### config.mk
export PLATFORM = sky130hd
export DESIGN_NAME = axis_dest_extract
export DESIGN_NICKNAME = d
export VERILOG_FILES = /design/src/rtl/axis_pkg.sv /design/src/rtl/axis_skid_buffer.sv /design/src/rtl/axis_dest_extract.sv
export SDC_FILE = /design/constraint.sdc
export NUM_CORES = 1
export LEC_CHECK = 0
export ABC_AREA = 0
export BUFFER_PORTS_ARGS = -buffer_cell sky130_fd_sc_hd__buf_2
export CORE_UTILIZATION = 45
export DETAILED_ROUTE_END_ITERATION = 12
export MAX_ROUTING_LAYER = met4
export PLACE_DENSITY_LB_ADDON = 0.3
export SYNTH_ARGS = -nofsm -noshare
export SYNTH_HDL_FRONTEND = slang
export SYNTH_SLANG_ARGS = --single-unit
### constraint.sdc
create_clock -name clk -period 3.1 [get_ports clk]
set_input_delay 0.465 -clock clk [delete_from_list [all_inputs] [get_ports clk]]
set_output_delay 0.465 -clock clk [all_outputs]
set_load 0.02 [all_outputs]
### src/rtl/axis_pkg.sv
// -----------------------------------------------------------------------------
// axis_pkg
// Shared definitions for the tdest-routed AXIS switch.
//   dest_bits()       : width of a destination index for a given number of
//                       destinations (never less than one bit).
//   beat_width()      : packed width of one stored beat {data, user, last, dest}.
//   extract_state_e   : header / body state of the destination extractor.
//   axis_beat_t       : stored beat record at the switch's default widths.
//                       Blocks with other widths declare a local struct with
//                       the same field order; beat_width() sizes its storage.
// -----------------------------------------------------------------------------
package axis_pkg;

  localparam int AXIS_DATA_W_DEF = 8;
  localparam int AXIS_USER_W_DEF = 1;
  localparam int AXIS_DEST_W_DEF = 1;

  // A single destination still needs one bit so the tdest port exists.
  function automatic int dest_bits(input int n);
    int w;
    if (n <= 1) begin
      w = 1;
    end else begin
      w = $clog2(n);
    end
    return w;
  endfunction

  function automatic int beat_width(input int data_w, input int user_w, input int dest_w);
    return data_w + user_w + 1 + dest_w;
  endfunction

  typedef enum logic [0:0] {
    ST_HDR  = 1'b0,
    ST_BODY = 1'b1
  } extract_state_e;

  typedef struct packed {
    logic [AXIS_DATA_W_DEF-1:0] data;
    logic [AXIS_USER_W_DEF-1:0] user;
    logic                       last;
    logic [AXIS_DEST_W_DEF-1:0] dest;
  } axis_beat_t;

endpackage

### src/rtl/axis_skid_buffer.sv
// -----------------------------------------------------------------------------
// axis_skid_buffer
// Two-entry FIFO-style skid buffer with a registered input ready. The output
// is always taken from the oldest entry, so it holds still while stalled.
// Ports:
//   clk, aresetn              : clock, asynchronous active-low reset
//   in_valid_i / in_ready_o   : write handshake (ready is a flop)
//   in_data_i                 : payload written on accept
//   out_valid_o / out_ready_i : read handshake
//   out_data_o                : oldest stored payload
// -----------------------------------------------------------------------------
module axis_skid_buffer
  import axis_pkg::*;
#(
  parameter int WIDTH = 8
) (
  input  logic             clk,
  input  logic             aresetn,
  input  logic             in_valid_i,
  output logic             in_ready_o,
  input  logic [WIDTH-1:0] in_data_i,
  output logic             out_valid_o,
  input  logic             out_ready_i,
  output logic [WIDTH-1:0] out_data_o
);

  logic [WIDTH-1:0] mem_q [2];
  logic             wr_ptr_q, wr_ptr_d;
  logic             rd_ptr_q, rd_ptr_d;
  logic [1:0]       count_q, count_d;
  logic             ready_q, ready_d;
  logic             push_s, pop_s;

  // Occupancy and pointer bookkeeping for this cycle's push/pop.
  always_comb begin
    push_s   = in_valid_i & ready_q;
    pop_s    = (count_q != 2'd0) & out_ready_i;
    wr_ptr_d = wr_ptr_q;
    rd_ptr_d = rd_ptr_q;
    count_d  = count_q;
    case ({push_s, pop_s})
      2'b10: begin
        count_d  = count_q + 2'd1;
        wr_ptr_d = ~wr_ptr_q;
      end
      2'b01: begin
        count_d  = count_q - 2'd1;
        rd_ptr_d = ~rd_ptr_q;
      end
      2'b11: begin
        wr_ptr_d = ~wr_ptr_q;
        rd_ptr_d = ~rd_ptr_q;
      end
      default: begin
        count_d = count_q;
      end
    endcase
    // Ready looks only at post-transfer occupancy, so out_ready_i never
    // reaches in_ready_o within a cycle.
    ready_d = (count_d != 2'd2);
  end

  // Storage, pointers, occupancy and the ready flop.
  always_ff @(posedge clk or negedge aresetn) begin
    if (!aresetn) begin
      mem_q[0] <= '0;
      mem_q[1] <= '0;
      wr_ptr_q <= 1'b0;
      rd_ptr_q <= 1'b0;
      count_q  <= 2'd0;
      ready_q  <= 1'b0;
    end else begin
      if (push_s) begin
        mem_q[wr_ptr_q] <= in_data_i;
      end
      wr_ptr_q <= wr_ptr_d;
      rd_ptr_q <= rd_ptr_d;
      count_q  <= count_d;
      ready_q  <= ready_d;
    end
  end

  assign in_ready_o  = ready_q;
  assign out_valid_o = (count_q != 2'd0);
  assign out_data_o  = mem_q[rd_ptr_q];

endmodule

### src/rtl/axis_dest_extract.sv
// -----------------------------------------------------------------------------
// axis_dest_extract
// Pulls a destination index out of a header byte on the first beat of each
// packet and re-emits the stream with that index on tdest for every beat.
// Optionally consumes the header beat instead of forwarding it.
// Ports:
//   clk, aresetn                     : clock, asynchronous active-low reset
//   axis_i_t{valid,ready,data,user,last} : slave stream
//   axis_o_t{valid,ready,data,user,last,dest} : master stream (registered)
//   bad_dest                         : one-cycle pulse after a header whose
//                                      byte is >= NUM_DESTS
// -----------------------------------------------------------------------------
module axis_dest_extract
  import axis_pkg::*;
#(
  parameter int  AXIS_BYTES     = 1,
  parameter int  AXIS_USER_BITS = 1,
  parameter int  NUM_DESTS      = 2,
  parameter int  DEST_BYTE      = 0,
  parameter int  DEFAULT_DEST   = 0,
  parameter bit  DROP_HEADER    = 1'b0,
  localparam int DEST_BITS      = dest_bits(NUM_DESTS)
) (
  input  logic                      clk,
  input  logic                      aresetn,
  output logic                      axis_i_tready,
  input  logic                      axis_i_tvalid,
  input  logic                      axis_i_tlast,
  input  logic [8*AXIS_BYTES-1:0]   axis_i_tdata,
  input  logic [AXIS_USER_BITS-1:0] axis_i_tuser,
  input  logic                      axis_o_tready,
  output logic                      axis_o_tvalid,
  output logic                      axis_o_tlast,
  output logic [8*AXIS_BYTES-1:0]   axis_o_tdata,
  output logic [AXIS_USER_BITS-1:0] axis_o_tuser,
  output logic [DEST_BITS-1:0]      axis_o_tdest,
  output logic                      bad_dest
);

  localparam int DATA_W = 8 * AXIS_BYTES;

  typedef struct packed {
    logic [DATA_W-1:0]         data;
    logic [AXIS_USER_BITS-1:0] user;
    logic                      last;
    logic [DEST_BITS-1:0]      dest;
  } beat_t;

  localparam int BEAT_W = beat_width(DATA_W, AXIS_USER_BITS, DEST_BITS);

  extract_state_e       state_q, state_d;
  logic [DEST_BITS-1:0] cur_dest_q, cur_dest_d;
  logic                 bad_dest_q, bad_dest_d;

  logic                 accept_s;
  logic [7:0]           raw_dest_s;
  logic                 hdr_bad_s;
  logic [DEST_BITS-1:0] hdr_dest_s;
  logic                 wr_valid_s;
  beat_t                wr_beat_s;
  beat_t                rd_beat_s;
  logic                 buf_valid_s;

  assign accept_s = axis_i_tvalid & axis_i_tready;

  // Header decode: range check uses the whole byte, not the truncated index.
  always_comb begin
    raw_dest_s = axis_i_tdata[8*DEST_BYTE +: 8];
    if (int'({24'd0, raw_dest_s}) >= NUM_DESTS) begin
      hdr_bad_s  = 1'b1;
      hdr_dest_s = DEST_BITS'(DEFAULT_DEST);
    end else begin
      hdr_bad_s  = 1'b0;
      hdr_dest_s = DEST_BITS'(raw_dest_s);
    end
  end

  // Header/body FSM: tags each accepted beat and decides whether it is stored.
  always_comb begin
    state_d        = state_q;
    cur_dest_d     = cur_dest_q;
    bad_dest_d     = 1'b0;
    wr_valid_s     = 1'b0;
    wr_beat_s.data = axis_i_tdata;
    wr_beat_s.user = axis_i_tuser;
    wr_beat_s.last = axis_i_tlast;
    wr_beat_s.dest = cur_dest_q;
    case (state_q)
      ST_HDR: begin
        // The header beat is tagged with its own freshly decoded destination.
        wr_beat_s.dest = hdr_dest_s;
        if (accept_s) begin
          cur_dest_d = hdr_dest_s;
          bad_dest_d = hdr_bad_s;
          wr_valid_s = ~DROP_HEADER;
          if (axis_i_tlast) begin
            state_d = ST_HDR;
          end else begin
            state_d = ST_BODY;
          end
        end else begin
          state_d = ST_HDR;
        end
      end
      ST_BODY: begin
        if (accept_s) begin
          wr_valid_s = 1'b1;
          if (axis_i_tlast) begin
            state_d = ST_HDR;
          end else begin
            state_d = ST_BODY;
          end
        end else begin
          state_d = ST_BODY;
        end
      end
      default: begin
        state_d = ST_HDR;
      end
    endcase
  end

  // FSM state, latched destination and the bad_dest pulse flop.
  always_ff @(posedge clk or negedge aresetn) begin
    if (!aresetn) begin
      state_q    <= ST_HDR;
      cur_dest_q <= '0;
      bad_dest_q <= 1'b0;
    end else begin
      state_q    <= state_d;
      cur_dest_q <= cur_dest_d;
      bad_dest_q <= bad_dest_d;
    end
  end

  axis_skid_buffer #(
    .WIDTH(BEAT_W)
  ) u_skid (
    .clk        (clk),
    .aresetn    (aresetn),
    .in_valid_i (wr_valid_s),
    .in_ready_o (axis_i_tready),
    .in_data_i  (wr_beat_s),
    .out_valid_o(buf_valid_s),
    .out_ready_i(axis_o_tready),
    .out_data_o (rd_beat_s)
  );

  assign axis_o_tvalid = buf_valid_s;
  assign axis_o_tdata  = rd_beat_s.data;
  assign axis_o_tuser  = rd_beat_s.user;
  assign axis_o_tlast  = rd_beat_s.last;
  assign axis_o_tdest  = rd_beat_s.dest;
  assign bad_dest      = bad_dest_q;

endmodule

==> impl_metrics.tcl, run 1 <==
set metrics [dict create \
    fin_cells 161 \
    critPathKind "register to output pin" \
    cp-end-kind "output pin" \
    cp_top_family "flip-flops" \
    synth.avg_cell_area_um2 13.9 \
    use_met3_pct 5.44 \
    period_share_pct 65.6 \
    antenna_cells 0 \
    clk_pin_slew_ns 0.09 \
    cts_setup_buffers 0 \
    synth_top_area_share_pct 55.0 \
    slew_violations 0 \
    grt_pass1_wl_um 4040 \
    synth.largest_area_cell "dfrtp_1" \
    post_dp_cell_area_um2 1510 \
    place_congestion 0.683 \
    synthFlopType "dfrtp_1" \
    max_slew_margin_pct 57.1 \
    clock.fmax_mhz 492 \
    cp.required_ns 2.63 \
    grt-ovfl-total 0 \
    final_common_cell "mux2_2" \
    setup_viol 0 \
    internal-power_mw 1.10 \
    yosys_warnings 0 \
    syn_area_um2 1370 \
    final_layout_size_suffix_gt1_share_pct 53.8 \
    wl_per_cell_um 14.5 \
    start_util_pct 48.7 \
    path_buf_inv 1 \
    syn_inst 98 \
    vias 840 \
    die_w_um 57.1 \
    clockRootBuffer "clkbuf_4" \
    final_area_um2 1590 \
    boundaryPins 28 \
    synth_seq_cells 30 \
    fp.dieArea_um2 3260 \
    clkSinkCount 30 \
    cts_resized 0 \
    grt_pass1_vias 891 \
    seq_area_frac_synth_pct 55.0 \
    synth_nets 113 \
    antenna_found_initial 0 \
    drt_iter0_drc 24 \
    numCtsBuffers 5 \
    utilization_pct 56.6 \
    route.detailed.drc 4 \
    start_kind "register" \
    dp_hpwl_um 1710 \
    cp_max_fo 12 \
    grt_use_met1_pct 20.3 \
    critPathLaunch "u_skid.rd_ptr_q" \
    p_sw_share_pct 35.7 \
    first_pass_iters 8 \
    p_comb_share_pct 42.6 \
    fillers 259 \
    finalClockSkew_ns 0.00676 \
    io_buffers 27 \
    critPathMaxStageDelay_ns 0.70 \
    cts_tree "yes" \
    reg2reg_from "u_skid.count_q[0]" \
    p_leak_nw 0.749 \
    status "complete, but fails checks" \
    core_um2 2810 \
    fin_tns_setup_ns 0 \
    worst_ir_drop_vdd_v 0.000513 \
    min_path_type "input pin to asynchronous set/reset pin" \
    layout_common_cells "31 x mux2_2, 30 x dfrtp_1, 27 x buf_2" \
    via_per_inst 5.22 \
    total_power_mw 1.71 \
    pwr-share-clk_pct 16.2 \
    yosysUniqueCellTypes 23 \
    final_nets 144 \
    fp-row-count 19 \
    async_flop_share_pct 100 \
    cts-htree-levels 2 \
    grt.busiest_layer "met2" \
    fp.dieH_um 57.1 \
    rsz0062_at_grt "false" \
    hold_buffers 0 \
    synthTopCellsByArea "dfrtp_1 55%, mux2_2 26%, nand2_1 1.9%" \
    ant_nets 0 \
    finalHoldViolCount 0 \
    clockBufferDepth 2 \
    violations "DRC" \
    power_frac_seq_pct 41.2 \
    netSwitchingPower_mw 0.609 \
    grtUsageMet2_pct 28.2 \
    worst_pin_slew_ns 0.644 \
    period_minus_slack_ns 2.03 \
    cp_slowest_cell "dfrtp_1" \
    drv_cap 0 \
    power_density_nw_per_um2 1080 \
    grt.total_usage_pct 17.5 \
    worstPathArrival_ns 1.57 \
    wirelength_um 2340 \
    syn_to_final_growth_pct 16.3 \
    grt_max_degree 31 \
    crit_chain "mux2_2, buf_2" \
    synth_edf_count 0 \
    placed_cells 153 \
    worstSkewPairLatency_ns 0.32 \
]
power by group through the flow:
stage	Combinational, mW	Sequential (mW)	Clock [mW]
2_1_floorplan	0.598	0.662	0
3_3_place_gp	0.719	0.693	0
3_5_place_dp	0.738	0.713	0
4_1_cts	0.739	0.705	0.286
5_1_grt	0.799	0.727	0.304
6_report	0.727	0.703	0.277
through the flow:
step	hold slack (ns)	setup slack, ns
after floorplan	0.169	1.44
after global placement	0.454	1.42
after detailed placement	0.489	1.40
after CTS	0.173	1.04
after global routing	0.188	0.970
final	0.164	1.07
Yosys cell counts, types with 2 or more instances:
cell     instances
mux2_2          31
xor2_1           3
and2_1           2
nand2_1          7
o41ai_1          2
a21oi_1          2
inv_1            2
dfrtp_1         30
nor2_1           3
xnor2_1          2
mux2i_1          2
path summary, 6_finish.rpt:
path | end | slack (ns) | cells after the start
worst max-delay path | axis_o_tdata[4] | 1.07 | 2
worst min-delay path | asynchronous set/reset pin | 0.16 | 1
worst max register to register | u_skid.count_q[1] | 1.41 | 5
worst min register to register | u_skid.mem_q[5] | 0.51 | 1
max in group asynchronous | bad_dest | 2.52 | 1
min in group clk | register | 0.37 | 2
cells by family after synthesis:
group                    count (synthesis)  share of synthesized area (%)
multiplexers                            33                           27.0
AO/OA/AOI/OAI                            6                           2.93
XOR/XNOR                                 5                           3.21
buffers and inverters                    5                           2.75
flip-flops                              30                           55.0
adder cells (fa/ha/maj)                  1                          0.916
AND/OR/NAND/NOR                         18                           8.16
state kept, by name, summed over array words and instances (netlist names), named ones only:
name	count
u_skid.in_ready_o	1
u_skid.mem_q	22
u_skid.wr_ptr_q	1
u_skid.count_q	2
cur_dest_q	1
u_skid.rd_ptr_q	1
bad_dest	1
cell type report:
cell class | instances | area [µm²] | area share (%)
Clock buffer | 8 | 78.8 | 4.96
Inverter | 2 | 7.51 | 0.473
Multi-Input combinational cell | 63 | 577 | 36.3
Sequential cell | 30 | 751 | 47.3
Tap cell | 31 | 38.8 | 2.44
Timing Repair Buffer | 27 | 135 | 8.51
layer usage:
layer	routed length, µm	vias to the layer above	part of all wire (%)
met1	979	405	42
met5	0	-	0
li1	-	409	-
met3	124	5	5.3
met4	40	0	1.7
met2	1200	21	51
(Power assumes the default switching activity.)
==> run 2: changes to the inputs <==
clock period = 1.88 ns   (was 3.1 ns; I/O delays follow)
==> impl_metrics.tcl, run 2 (same netlist as run 1, synthesis figures left out) <==
set metrics [dict create \
    status "complete, but fails checks" \
    violations "DRC" \
    period_share_pct 90.6 \
    clock.fmax_mhz 587 \
    cp_max_fo 12 \
    clk_pin_slew_ns 0.08 \
    final_nets 145 \
    drv_cap 0 \
    largest_register "u_skid.mem_q" \
    numCtsBuffers 5 \
    min_path_type "input pin to register" \
    wl_per_cell_um 15.6 \
    p_leak_nw 0.733 \
    worstSkewPairLatency_ns 0.32 \
    power_density_nw_per_um2 1740 \
    finalHoldViolCount 0 \
    period_minus_slack_ns 1.70 \
    setup_slack_ns 0.177 \
    route.detailed.drc 4 \
    total_power_mw 2.72 \
    core_um2 2810 \
    cp-end-kind "output pin" \
    reg2reg_from "u_skid.count_q[0]" \
    cts-htree-levels 2 \
    critPathMaxStageDelay_ns 0.56 \
    worst_ir_drop_vdd_v 0.000843 \
    critPathKind "register to output pin" \
    grt_pass1_vias 914 \
    cp_slowest_cell "dfrtp_2" \
    largest_reg_flops 22 \
    dp_hpwl_um 1820 \
    boundaryPins 28 \
    place_congestion 0.722 \
    r2r-end "u_skid.count_q[1]" \
    first_pass_iters 8 \
    start_kind "register" \
    start_util_pct 48.7 \
    final_common_cell "mux2_2" \
    rsz0062_at_grt "false" \
    grt-ovfl-total 0 \
    drt_iter0_drc 19 \
    die_w_um 57.1 \
    placed_cells 153 \
    fp.dieArea_um2 3260 \
    reg2reg_slack_ns 0.18 \
    final_layout_size_suffix_gt1_share_pct 52.3 \
    finalClockSkew_ns 0.00220 \
    clockBufferDepth 2 \
    fin_tns_setup_ns 0 \
    ant_nets 0 \
    hold_start "axis_i_tlast" \
    antenna_cells 0 \
    io_buffers 27 \
    slew_violations 0 \
    cp.required_ns 1.60 \
    fin_cells 161 \
    wirelength_um 2520 \
    layout_common_cells "31 x mux2_2, 29 x dfrtp_1, 27 x buf_2" \
    top_regs "u_skid.mem_q: 22 flops, u_skid.count_q: 2 flops" \
    crit_chain "mux2_2, buf_2" \
    pre_cts_slack_ns 0.178 \
    fp.dieH_um 57.1 \
    max_slew_margin_pct 56.3 \
    setup_viol 0 \
    antenna_found_initial 0 \
    via_per_inst 5.47 \
    worst_pin_slew_ns 0.655 \
    clkSinkCount 30 \
    hold_path_depth 2 \
    fp-row-count 19 \
    grt.total_usage_pct 18.2 \
    cts_tree "yes" \
    reg2reg_depth 6 \
    syn_to_final_growth_pct 14.7 \
    worstPathArrival_ns 1.42 \
    cts_setup_buffers 0 \
    vias 880 \
    clockRootBuffer "clkbuf_4" \
    grt_max_degree 31 \
    grt_pass1_wl_um 4110 \
]
## run 2: changes by cell type in the layout (fill, tap and decap cells not counted)
cell / before / now
clkbuf_1: 0 / 2
clkbuf_8: 3 / 0
dfrtp_1: 30 / 29
dfrtp_2: 0 / 1
dlygate4sd3_1: 0 / 1
## run 2: layout make-up
cell class                      count  area (µm²)
Tap cell                           31        38.8
Clock buffer                        7        45.0
Fill cell                         255        1240
Inverter                            2        7.51
Multi-Input combinational cell     63         577
Sequential cell                    30         752
Timing Repair Buffer               28         145
## run 2: per-layer routing
metal  vias up  global-route usage (%)  part of all wire (%)
li1        412                       -                     -
met1       434                    19.9                    42
met2        26                    30.3                    52
met3         8                    4.99                   4.8
met4         0                    9.76                   2.0
met5         -                       -                     0
## run 2: report_power, final
part,internal [mW],total [mW],switching (mW),leakage [nW]
Combinational,0.623,1.21,0.592,0.349
Clock,0.141,0.337,0.196,0.0254
Sequential,0.937,1.17,0.234,0.359
Total,1.70,2.72,1.02,0.733
## run 2: critical path: cells and delay by family, from the launching register on
kind,cells,cell delay [ns]
DFF,1,0.56
muxes,1,0.38
buffers and inverters,1,0.16
## run 2: repair_timing
action                                  4_1_cts  5_1_grt
hold buffers                                  1        0
hold endpoints to repair                     19        0
endpoints found under the setup margin       11        0
gates resized for setup                       1        0
## run 2: how the worst max path moves through the flow
stage | start | endpoint | slack (ns) | cells past startpoint
after floorplan | u_skid.count_q[0] | u_skid.count_q[1] | 0.22 | 5
after global placement | u_skid.count_q[0] | u_skid.count_q[1] | 0.30 | 5
after detailed placement | u_skid.count_q[0] | u_skid.count_q[1] | 0.18 | 6
after CTS | u_skid.rd_ptr_q | axis_o_tdata[4] | 0.15 | 2
after global routing | u_skid.count_q[0] | u_skid.count_q[1] | 0.08 | 5
final | u_skid.rd_ptr_q | axis_o_tdata[4] | 0.18 | 2
## run 2: through the flow
stage          instance area (µm²)  hold WS, ns  utilization [%]
2_1_floorplan                 1370      -0.0136                -
3_3_place_gp                  1510        0.336             53.8
3_5_place_dp                  1510        0.347             53.8
4_1_cts                       1570        0.169             55.8
5_1_grt                       1570        0.170             55.8
6_report                      1570        0.181             55.8
==> run 3: changes to the inputs <==
clock period = 2 ns   (was 1.88 ns; I/O delays follow)
==> impl_metrics.tcl, run 3 (same netlist as run 1, synthesis figures left out) <==
set metrics [dict create \
    core_um2 2810 \
    clk_pin_slew_ns 0.09 \
    seq_area_um2 751 \
    p_comb_share_pct 42.7 \
    cp_max_fo 12 \
    critPathKind "register to output pin" \
    p_sw_share_pct 36.4 \
    cts-htree-levels 2 \
    multiInputGateArea_um2 577 \
    worstPathArrival_ns 1.61 \
    dp_hpwl_um 1720 \
    power_frac_seq_pct 40.7 \
    final_area_um2 1600 \
    wl_per_cell_um 15.2 \
    status "complete, but fails checks" \
    place_congestion 0.720 \
    antenna_found_initial 0 \
    rsz0062_at_grt "false" \
    p_leak_nw 0.753 \
    cts_tree "yes" \
    fp-row-count 19 \
    slew_violations 0 \
    hold_buffers 1 \
    vias 867 \
    route.detailed.drc 4 \
    violations "DRC" \
    grt_pass1_vias 879 \
    internal-power_mw 1.70 \
    cp-end-kind "output pin" \
    largest_register "u_skid.mem_q" \
    grt_pass1_wl_um 4040 \
    total_power_mw 2.68 \
    grt-ovfl-total 0 \
    final_common_cell "mux2_2" \
    fp.dieArea_um2 3260 \
    fillers 259 \
    final_layout_size_suffix_gt1_share_pct 53.4 \
    worst_ir_drop_vdd_v 0.000902 \
    cp.required_ns 1.70 \
    start_kind "register" \
    via_per_inst 5.35 \
    grt.total_usage_pct 17.6 \
    io_buffers 27 \
    clkSinkCount 30 \
    clock.fmax_mhz 523 \
    fin_tns_setup_ns 0 \
    netSwitchingPower_mw 0.976 \
    period_share_pct 95.5 \
    cts_setup_buffers 0 \
    max_slew_margin_pct 56.6 \
    grt_max_degree 31 \
    cts_resized 0 \
    start_util_pct 48.7 \
    clockBufferDepth 2 \
    clockRootBuffer "clkbuf_4" \
    setup_viol 0 \
    power_density_nw_per_um2 1680 \
    min_path_type "input pin to register" \
    antenna_cells 0 \
    ant_nets 0 \
    top_regs "u_skid.mem_q: 22 flops, u_skid.count_q: 2 flops" \
    boundaryPins 28 \
    numCtsBuffers 5 \
    drv_cap 0 \
    utilization_pct 57.0 \
    final_nets 145 \
    worst_pin_slew_ns 0.651 \
    post_dp_cell_area_um2 1510 \
    largest_reg_flops 22 \
    die_w_um 57.1 \
    syn_to_final_growth_pct 17.0 \
    fp.dieH_um 57.1 \
    pwr-share-clk_pct 16.6 \
    worstSkewPairLatency_ns 0.33 \
    layout_common_cells "31 x mux2_2, 30 x dfrtp_1, 27 x buf_2" \
    wirelength_um 2460 \
    finalClockSkew_ns 0.00955 \
    finalHoldViolCount 0 \
    first_pass_iters 8 \
    drt_iter0_drc 8 \
    period_minus_slack_ns 1.91 \
]
==> run 3: critical path, cell delays in order, from the launching register on <==
cell,delay [ns]
dfrtp_1,0.71
mux2_2,0.41
buf_2,0.16
==> run 3: path summary, 6_finish.rpt <==
check                                     to  cells after the start         startpoint  slack, ns
setup / recovery             axis_o_tdata[4]                      2    u_skid.rd_ptr_q       0.09
hold / removal                      register                      2       axis_i_tlast       0.18
setup reg to reg           u_skid.count_q[1]                      5  u_skid.count_q[0]       0.33
hold reg to reg                   cur_dest_q                      2         cur_dest_q       0.50
max in group asynchronous  u_skid.in_ready_o                      2            aresetn       1.05
min in group asynchronous   u_skid.mem_q[16]                      2            aresetn       0.52
==> run 3: final cells by class <==
class | instances | share of cell area (%)
Clock buffer | 8 | 4.93
Inverter | 2 | 0.470
Multi-Input combinational cell | 63 | 36.1
Sequential cell | 30 | 47.0
Tap cell | 31 | 2.43
Timing Repair Buffer | 28 | 9.08
==> run 3: power by group through the flow <==
stage | clock network (mW) | registers [mW] | logic (mW)
2_1_floorplan | 0 | 1.03 | 0.927
3_3_place_gp | 0 | 1.08 | 1.11
3_5_place_dp | 0 | 1.11 | 1.15
4_1_cts | 0.453 | 1.10 | 1.16
5_1_grt | 0.477 | 1.13 | 1.23
6_report | 0.445 | 1.09 | 1.14
==> run 3: per-stage QoR <==
stage	instances	setup WS [ns]	hold slack, ns
after floorplan	98	0.345	0.00441
after global placement	153	0.416	0.356
after detailed placement	153	0.333	0.363
after CTS	162	0.0489	0.180
after global routing	162	0.00637	0.181
final	162	0.0892	0.184
==> run 3: layer usage <==
| layer | GRT usage, % | vias to the layer above | share of wire (%) |
|---|---|---|---|
| li1 | - | 413 | - |
| met1 | 19.1 | 428 | 44 |
| met2 | 29.4 | 20 | 50 |
| met3 | 4.76 | 6 | 4.2 |
| met4 | 9.41 | 0 | 2.0 |
| met5 | - | - | 0 |
